[config.mk]
export PLATFORM = sky130hd
export DESIGN_NAME = mmio_io_hub
export DESIGN_NICKNAME = d
export VERILOG_FILES = /design/src/rtl/mmio_io_hub.sv
export SDC_FILE = /design/constraint.sdc
export NUM_CORES = 1
export LEC_CHECK = 0
export ABC_CLOCK_PERIOD_IN_PS = 8800
export CORE_MARGIN = 3
export CORE_UTILIZATION = 45
export DETAILED_ROUTE_END_ITERATION = 12
export PLACE_DENSITY = 0.78
export SLEW_MARGIN = 20
export SYNTH_ARGS = -nofsm -noshare
export SYNTH_HDL_FRONTEND = slang
export SYNTH_SLANG_ARGS = --single-unit
[constraint.sdc]
create_clock -name clock -period 8.8 [get_ports clock]
set_clock_uncertainty 0.15 [all_clocks]
set_input_delay 2.64 -clock clock [delete_from_list [all_inputs] [get_ports clock]]
set_output_delay 2.64 -clock clock [all_outputs]
set_load 0.1 [all_outputs]
[src/rtl/mmio_io_hub.sv]
// mmio_io_hub: memory-mapped I/O hub between the processor data port, data RAM,
// the PS2 key FIFO and the VGA output registers.
// Build option: define MMIO_SHADOW_EN to drive regs_out from frame-synchronous
// shadow registers; undefined drives regs_out straight from the working registers.
module mmio_io_hub #(
  parameter int unsigned ADDR_W     = 12,
  parameter int unsigned RAM_LIMIT  = 2000,
  parameter int unsigned MMIO_BASE  = 3000,
  parameter int unsigned NUM_REGS   = 4,
  parameter int unsigned REG_W      = 10,
  parameter int unsigned FIFO_DEPTH = 8
) (
  input  logic                      clock,
  input  logic                      resetn,
  input  logic [ADDR_W-1:0]         address,
  input  logic [31:0]               wdata,
  input  logic                      wren,
  input  logic [31:0]               ram_q,
  output logic                      ram_wren,
  output logic [31:0]               rdata,
  input  logic                      key_valid,
  input  logic [7:0]                key_data,
  input  logic                      frame_sync,
  output logic [NUM_REGS*REG_W-1:0] regs_out
);

  localparam int unsigned PTR_W        = (FIFO_DEPTH > 1) ? $clog2(FIFO_DEPTH) : 1;
  localparam int unsigned CNT_W        = PTR_W + 1;
  localparam int unsigned OFF_KEY_DATA = NUM_REGS;
  localparam int unsigned OFF_KEY_POP  = NUM_REGS + 1;
  localparam int unsigned OFF_STATUS   = NUM_REGS + 2;

  typedef enum logic [1:0] {
    RD_RAM  = 2'd0,
    RD_MMIO = 2'd1,
    RD_ZERO = 2'd2
  } rd_cls_e;

  // Address decode
  logic [31:0]         addr_ext_c;
  logic [31:0]         mmio_off_c;
  logic                is_ram_c;
  logic                in_mmio_c;
  logic [NUM_REGS-1:0] reg_we_c;
  logic                pop_req_c;
  logic                ovf_clr_c;

  // Working / output registers
  logic [REG_W-1:0] work [NUM_REGS];

  // Key FIFO state
  logic [7:0]       fifo_mem [FIFO_DEPTH];
  logic [PTR_W-1:0] rd_ptr;
  logic [PTR_W-1:0] wr_ptr;
  logic [CNT_W-1:0] count;
  logic             overflow;
  logic             key_prev;
  logic             push_q;
  logic [7:0]       push_data_q;
  logic             fifo_empty_c;
  logic             fifo_full_c;
  logic             pop_do_c;
  logic             push_do_c;

  // Read path
  rd_cls_e     rd_cls_c;
  rd_cls_e     rd_cls_q;
  logic [31:0] mmio_rd_c;
  logic [31:0] mmio_rd_q;

  // Upper write-data bits beyond REG_W are intentionally discarded
  logic unused_bits;

  // Classify the address and derive write strobes
  always_comb begin
    addr_ext_c = 32'(address);
    is_ram_c   = (addr_ext_c < RAM_LIMIT);
    in_mmio_c  = !is_ram_c && (addr_ext_c >= MMIO_BASE);
    mmio_off_c = addr_ext_c - MMIO_BASE;
    reg_we_c   = '0;
    for (int unsigned i = 0; i < NUM_REGS; i++) begin
      reg_we_c[i] = wren && in_mmio_c && (mmio_off_c == i);
    end
    pop_req_c = wren && in_mmio_c && (mmio_off_c == OFF_KEY_POP);
    ovf_clr_c = wren && in_mmio_c && (mmio_off_c == OFF_STATUS);
  end

  assign ram_wren = wren && is_ram_c;

  // Working registers, written by the processor
  always_ff @(posedge clock or negedge resetn) begin
    if (!resetn) begin
      for (int unsigned i = 0; i < NUM_REGS; i++) work[i] <= '0;
    end else begin
      for (int unsigned i = 0; i < NUM_REGS; i++) begin
        if (reg_we_c[i]) work[i] <= wdata[REG_W-1:0];
      end
    end
  end

`ifdef MMIO_SHADOW_EN
  logic             fs_meta;
  logic             fs_sync;
  logic             fs_prev;
  logic             frame_rise_c;
  logic [REG_W-1:0] shadow [NUM_REGS];

  // Two-flop synchronizer plus rising-edge detect on frame_sync
  always_ff @(posedge clock or negedge resetn) begin
    if (!resetn) begin
      fs_meta <= 1'b0;
      fs_sync <= 1'b0;
      fs_prev <= 1'b0;
    end else begin
      fs_meta <= frame_sync;
      fs_sync <= fs_meta;
      fs_prev <= fs_sync;
    end
  end

  assign frame_rise_c = fs_sync && !fs_prev;

  // Shadow copies snapshot the working registers once per frame
  always_ff @(posedge clock or negedge resetn) begin
    if (!resetn) begin
      for (int unsigned i = 0; i < NUM_REGS; i++) shadow[i] <= '0;
    end else if (frame_rise_c) begin
      for (int unsigned i = 0; i < NUM_REGS; i++) shadow[i] <= work[i];
    end
  end

  // Pack the shadow registers onto regs_out
  always_comb begin
    regs_out = '0;
    for (int unsigned i = 0; i < NUM_REGS; i++) begin
      regs_out[i*REG_W +: REG_W] = shadow[i];
    end
  end

  assign unused_bits = ^wdata;
`else
  // Pack the working registers onto regs_out
  always_comb begin
    regs_out = '0;
    for (int unsigned i = 0; i < NUM_REGS; i++) begin
      regs_out[i*REG_W +: REG_W] = work[i];
    end
  end

  assign unused_bits = ^{wdata, frame_sync};
`endif

  // Key edge detect; the byte is captured in the cycle the rise is seen
  always_ff @(posedge clock or negedge resetn) begin
    if (!resetn) begin
      key_prev    <= 1'b0;
      push_q      <= 1'b0;
      push_data_q <= '0;
    end else begin
      key_prev    <= key_valid;
      push_q      <= key_valid && !key_prev;
      push_data_q <= key_data;
    end
  end

  // FIFO push/pop qualification; a full FIFO still accepts a push when popped
  always_comb begin
    fifo_empty_c = (count == '0);
    fifo_full_c  = (count == CNT_W'(FIFO_DEPTH));
    pop_do_c     = pop_req_c && !fifo_empty_c;
    push_do_c    = push_q && (!fifo_full_c || pop_do_c);
  end

  // FIFO pointers, occupancy and sticky overflow
  always_ff @(posedge clock or negedge resetn) begin
    if (!resetn) begin
      rd_ptr   <= '0;
      wr_ptr   <= '0;
      count    <= '0;
      overflow <= 1'b0;
    end else begin
      if (push_do_c) wr_ptr <= wr_ptr + PTR_W'(1);
      if (pop_do_c)  rd_ptr <= rd_ptr + PTR_W'(1);
      if (push_do_c && !pop_do_c)      count <= count + CNT_W'(1);
      else if (pop_do_c && !push_do_c) count <= count - CNT_W'(1);
      if (push_q && !push_do_c)        overflow <= 1'b1;
      else if (ovf_clr_c)              overflow <= 1'b0;
    end
  end

  // FIFO storage; contents are meaningless outside the valid window
  always_ff @(posedge clock) begin
    if (push_do_c) fifo_mem[wr_ptr] <= push_data_q;
  end

  // MMIO read value for the presented address
  always_comb begin
    mmio_rd_c = '0;
    rd_cls_c  = RD_ZERO;
    if (is_ram_c) begin
      rd_cls_c = RD_RAM;
    end else if (in_mmio_c) begin
      rd_cls_c = RD_MMIO;
      for (int unsigned i = 0; i < NUM_REGS; i++) begin
        if (mmio_off_c == i) mmio_rd_c = 32'(work[i]);
      end
      if (mmio_off_c == OFF_KEY_DATA && !fifo_empty_c) begin
        mmio_rd_c = 32'(fifo_mem[rd_ptr]);
      end
      if (mmio_off_c == OFF_STATUS) begin
        mmio_rd_c = {16'd0, 1'b0, 7'(count), 5'd0, overflow, fifo_full_c, fifo_empty_c};
      end
    end
  end

  // Register the read class and value to line up with the RAM latency
  always_ff @(posedge clock or negedge resetn) begin
    if (!resetn) begin
      rd_cls_q  <= RD_RAM;
      mmio_rd_q <= '0;
    end else begin
      rd_cls_q  <= rd_cls_c;
      mmio_rd_q <= mmio_rd_c;
    end
  end

  // Return RAM data or the registered MMIO value
  always_comb begin
    rdata = '0;
    case (rd_cls_q)
      RD_RAM:  rdata = ram_q;
      RD_MMIO: rdata = mmio_rd_q;
      default: rdata = '0;
    endcase
  end

endmodule

# --- Word-level counts from Yosys, hierarchy flattened ---
# Memories as Yosys holds them, arrays and structs flattened.
# Cells that the tools add are included.
totals:
  reg_bits: 95
  ram_bits: 64
  out_inout_bits: 73
  mem_count: 1
memory_table:
  columns: ["name", "depth", "word_bits", "rd", "rd_clocked_by_memory_dff", "wr", "line", "rtl"]
  rows:
  - ["fifo_mem", 8, 8, 1, 0, 1, "52", "logic [7:0] fifo_mem [FIFO_DEPTH];"]
classes:
  addsub: 5
  order_cmp: 2
  n_eq_ne: 8
  mux: 17
  reduce_logical: 28
ops:
  columns: ["operator", "n"]
  rows:
  - ["32-bit two-way mux", 7]
  - ["32-bit by 3-bit == test with 1-bit output, second input constant", 3]
  - ["32-bit by 2-bit == test with 1-bit output, second input constant", 2]
  - ["32-bit case mux with 2 select lines", 1]
  - ["32-bit by 1-bit == test with 1-bit output, second input constant", 1]
  - ["32-bit zero test", 1]
  - ["1-bit logical AND", 16]
  - ["12-bit by 12-bit subtractor with 13-bit output, second input constant", 1]
  - ["12-bit >= comparator, second input constant", 1]
  - ["12-bit by 11-bit less-than comparator with 1-bit output, second input constant", 1]
  - ["10-bit two-way mux", 1]
  - ["4-bit two-way mux", 2]
  - ["3-bit by 1-bit adder with 3-bit output, second input constant", 2]
  - ["1-bit zero test", 6]
  - ["4-bit by 1-bit adder with 4-bit output, second input constant", 1]
  - ["4-bit == test, second input constant", 1]
  - ["4-bit zero test", 1]
  - ["1-bit two-way mux", 4]
  - ["2-bit two-way mux", 2]
  - ["2-bit nonzero test", 2]
  - ["4-bit by 1-bit subtractor with 4-bit output, second input constant", 1]
  - ["2-bit by 1-bit == test with 1-bit output, second input constant", 1]
  - ["2-bit zero test", 1]
  - ["1-bit logical OR", 1]

# --- Logic depth before layout (Yosys ltp) ---
depth:
  depth_word: 12
  depth_mapped: 15
  ltp_nobuf: 14

# --- Worst setup path after synthesis ---
# No wires, ideal clock.
synth_path:
  kind: "input port to output port"
  from: "input port ram_q[0]"
  to: "output port rdata[0]"
  arrival_time_ns: 3.961
  required_time_ns: 6.010
  setup_slack_ns: 2.049
  path_stages: 2
  n_path_buf: 0
  path_cell_list: "mux2i_1 > nor2_1"
synth_between:
  elab_chain_len: 1
synth_lines:
  columns: ["item", "line", "rtl"]
  rows:
  - ["from (decl)", "18", "input logic [31:0] ram_q,"]
  - ["32-bit case mux with 2 select lines", "230", "case (rd_cls_q)"]
  - ["to (decl)", "20", "output logic [31:0] rdata,"]
# No other way between the ends.

# --- Final worst setup path ---
layout_path:
  from: "input port ram_q[7]"
  to: "output port rdata[7]"
# Same word-level chain as after synthesis.

==> results.py <==
metrics = {
    "status": {
        "status": "finished, final reports clean",
    },
    "die": {
        "die_area_um2": 15600,
        "fp.dieW_um": 125,
        "core_area_um2": 13600,
        "ios": 162,
        "fp-row-count": 42,
        "die_h_um": 125,
        "start_util": 0.470,
    },
    "sta": {
        "worst_pin_slew_ps": 1080,
        "timing.hold.ws_ps": 273,
        "maxSlewHeadroom": 0.276,
        "fmaxAchievable_mhz": 137,
        "tns_ps": 0,
        "hold_viol": 0,
        "slew_viol_final": 0,
        "setup_violations": 0,
        "min_period_ps": 7270,
        "min_period_over_period": 0.827,
        "rsz0062_at_grt": "no",
    },
    "synth": {
        "synth_top_family_by_area": "multiplexers",
        "synth-simple-area-share": 0.103,
        "yosys.area.top_type": "edfxtp_1",
        "ys_ff_latch": 139,
        "synth.area.mux_share": 0.186,
        "ys_warn_count": 0,
        "synth_fp_nets": 534,
        "synth_adder_area_share": 0.0149,
        "synth.area.top_cells": "edfxtp_1 30%, dfrtp_1 29%, mux2_2 7.6%, mux4_2 5.6%, mux2i_1 5.0%",
        "syn_area_um2": 6380,
        "synth_edf_count": 64,
        "synthXorXnorAreaFrac": 0.00824,
        "synth_ff_type": "dfrtp_1",
        "seq_area_frac_synth": 0.596,
        "synth_compound_area_frac": 0.0771,
        "synth_common_cells": "75 x dfrtp_1, 64 x edfxtp_1, 43 x mux2_2",
        "syn_avg_cell_area_um2": 14.6,
        "async_flop_share": 0.540,
        "yosysUniqueCellTypes": 60,
        "netlist_instances": 438,
        "synth_top_area_share": 0.301,
        "synth.most_common_cell": "dfrtp_1",
    },
    "detailed_routing": {
        "num_vias": 4304,
        "first_pass_iters": 6,
        "drcViolationCount": 0,
        "finalWirelength_um": 15000,
        "initialDrtViolationCount": 195,
        "vias_per_cell": 5.60,
        "antenna_left": 0,
        "routedWlPerCell_um": 19.6,
    },
    "cells_and_area": {
        "areaGrowthSynthToFinish_pct": 34.8,
        "multiInputGateArea_um2": 2530,
        "finalNetCount": 676,
        "drive_gt1_frac": 0.199,
        "postLayoutCoreUtil": 0.634,
        "seqCellArea_um2": 3800,
        "antenna_cells": 0,
        "fillers": 984,
    },
    "clock_network": {
        "cts_max_path_buffers": 2,
        "numCtsBuffers": 17,
        "postCtsSetupBuffers": 0,
        "cts_tree": "built",
        "cts_resized": 0,
        "cts_sinks": 139,
        "cts_hold_buf": 0,
        "cts.htree.levels": 4,
        "root_buffer": "clkbuf_16",
        "clk_pin_slew_worst_paths_ps": 60,
        "clkLatencyLatePin_ps": 420,
    },
    "worst_hold_path": {
        "hold_class": "flop to flop",
        "hold_path_end": "push_q$_DFF_PN0_",
        "min_path_cells": 1,
        "min_from": "key_prev$_DFF_PN0_",
    },
    "power": {
        "powerDensity_nw_per_um2": 210,
        "p_total_mw": 1.81,
        "ir_drop_uv": 139,
        "p_leak_nw": 3.29,
    },
    "placement": {
        "hpwl_um": 10600,
        "gp_congestion": 0.854,
        "port_buffers": 138,
    },
    "grt": {
        "grt_pass1_wl_um": 24500,
        "antenna_found_initial": 0,
        "grt_max_degree": 76,
        "grt_overflow_total": 0,
        "gr-usage-all-layers": 0.199,
        "grt_pass1_vias": 4479,
    },
    "critical_path": {
        "critPathKind": "input pin to output pin",
        "regToRegEndpoint": "count[3]$_DFFE_PN0P_",
        "worst_path_max_delay_cell": "clkdlybuf4s50_1",
        "cp_cell_sequence": "clkdlybuf4s50_1 > mux2i_1 > nor2_1 > clkdlybuf4s50_1",
        "r2r_cells": 13,
        "worstSetupStartpointType": "input pin",
        "cpMostUsedCell": "clkdlybuf4s50_1",
        "cp_max_fo": 1,
        "timing.rr.start": "count[0]$_DFFE_PN0P_",
        "cp-end-kind": "output pin",
        "crit_path_max_incr_delay_ps": 1160,
        "arrival_ps": 4480,
        "rrSetupSlack_ps": 4910,
        "required_ps": 6010,
    },
    "run": {
        "drv_cap": 0,
    },
}
[layout make-up]
type                       count  share of cell area
clock buffer                  25              0.0650
clock inverter                 7             0.00844
inverter                       4             0.00175
multi-input combinational    276               0.294
sequential                   139               0.442
tap                          176              0.0256
timing repair buffer         142               0.164
[critical path, delay by kind of cell]
family,cells,cell delay (ps)
simple gates,1,150
mux,1,70
buf+inv,2,1630
[logic make-up after synthesis]
family | count (synthesis)
flip-flops | 139
AND/OR/NAND/NOR | 108
multiplexers | 93
AO/OA/AOI/OAI | 62
buffers and inverters | 23
adder cells (fa/ha/maj) | 7
XOR/XNOR | 6
[placed cells by master, fill, tap and decap left out, drive strengths merged, types with 6 or more instances in the layout]
master and instances:
clkbuf 25, edfxtp 64, mux2i 32, dfrtp 75
nor2b 7, nor4 8, mux4 16, a21oi 11
clkdlybuf4s50 136, ha 6, a211oi 9, and2 25
nor2 20, nand2 17, mux2 45, buf 6
[registers in the layout, summed over array words and instances (netlist names)]
signal       count
regs_out        40
rd_cls_q         2
push_data_q      8
count            4
key_prev         1
push_q           1
mmio_rd_q       12
rd_ptr           3
fifo_mem        64
wr_ptr           3
overflow         1
[worst max-delay path by stage]
stage              from       end  slack, ps  cells past startpoint
6_report       ram_q[7]  rdata[7]       1530                      4
5_1_grt        ram_q[7]  rdata[7]       1460                      4
4_1_cts        ram_q[7]  rdata[7]       1510                      4
3_5_place_dp   ram_q[7]  rdata[7]       1520                      4
3_3_place_gp   ram_q[8]  rdata[8]       1570                      4
2_1_floorplan  ram_q[0]  rdata[0]       2050                      2
[where the power goes]
group	total [mW]	switching (mW)	internal, mW
Sequential	0.770	0.0448	0.726
Combinational	0.304	0.188	0.116
Clock	0.732	0.262	0.470
[stage by stage]
stage	instance area, um2	instances	worst slack, ps
2_1_floorplan	6380	438	2050
3_3_place_gp	7960	737	1570
3_5_place_dp	7960	737	1520
4_1_cts	8590	769	1510
5_1_grt	8600	769	1460
6_report	8600	769	1530
[routing by layer]
layer / global-route usage / vias to the layer above / part of all wire
li1: - / 1976 / -
met1: 0.250 / 2134 / 0.41
met2: 0.326 / 172 / 0.50
met3: 0.0618 / 22 / 0.077
met4: 0.0702 / 0 / 0.016
met5: 0 / - / 0
Power figures use the tool's default switching activity.
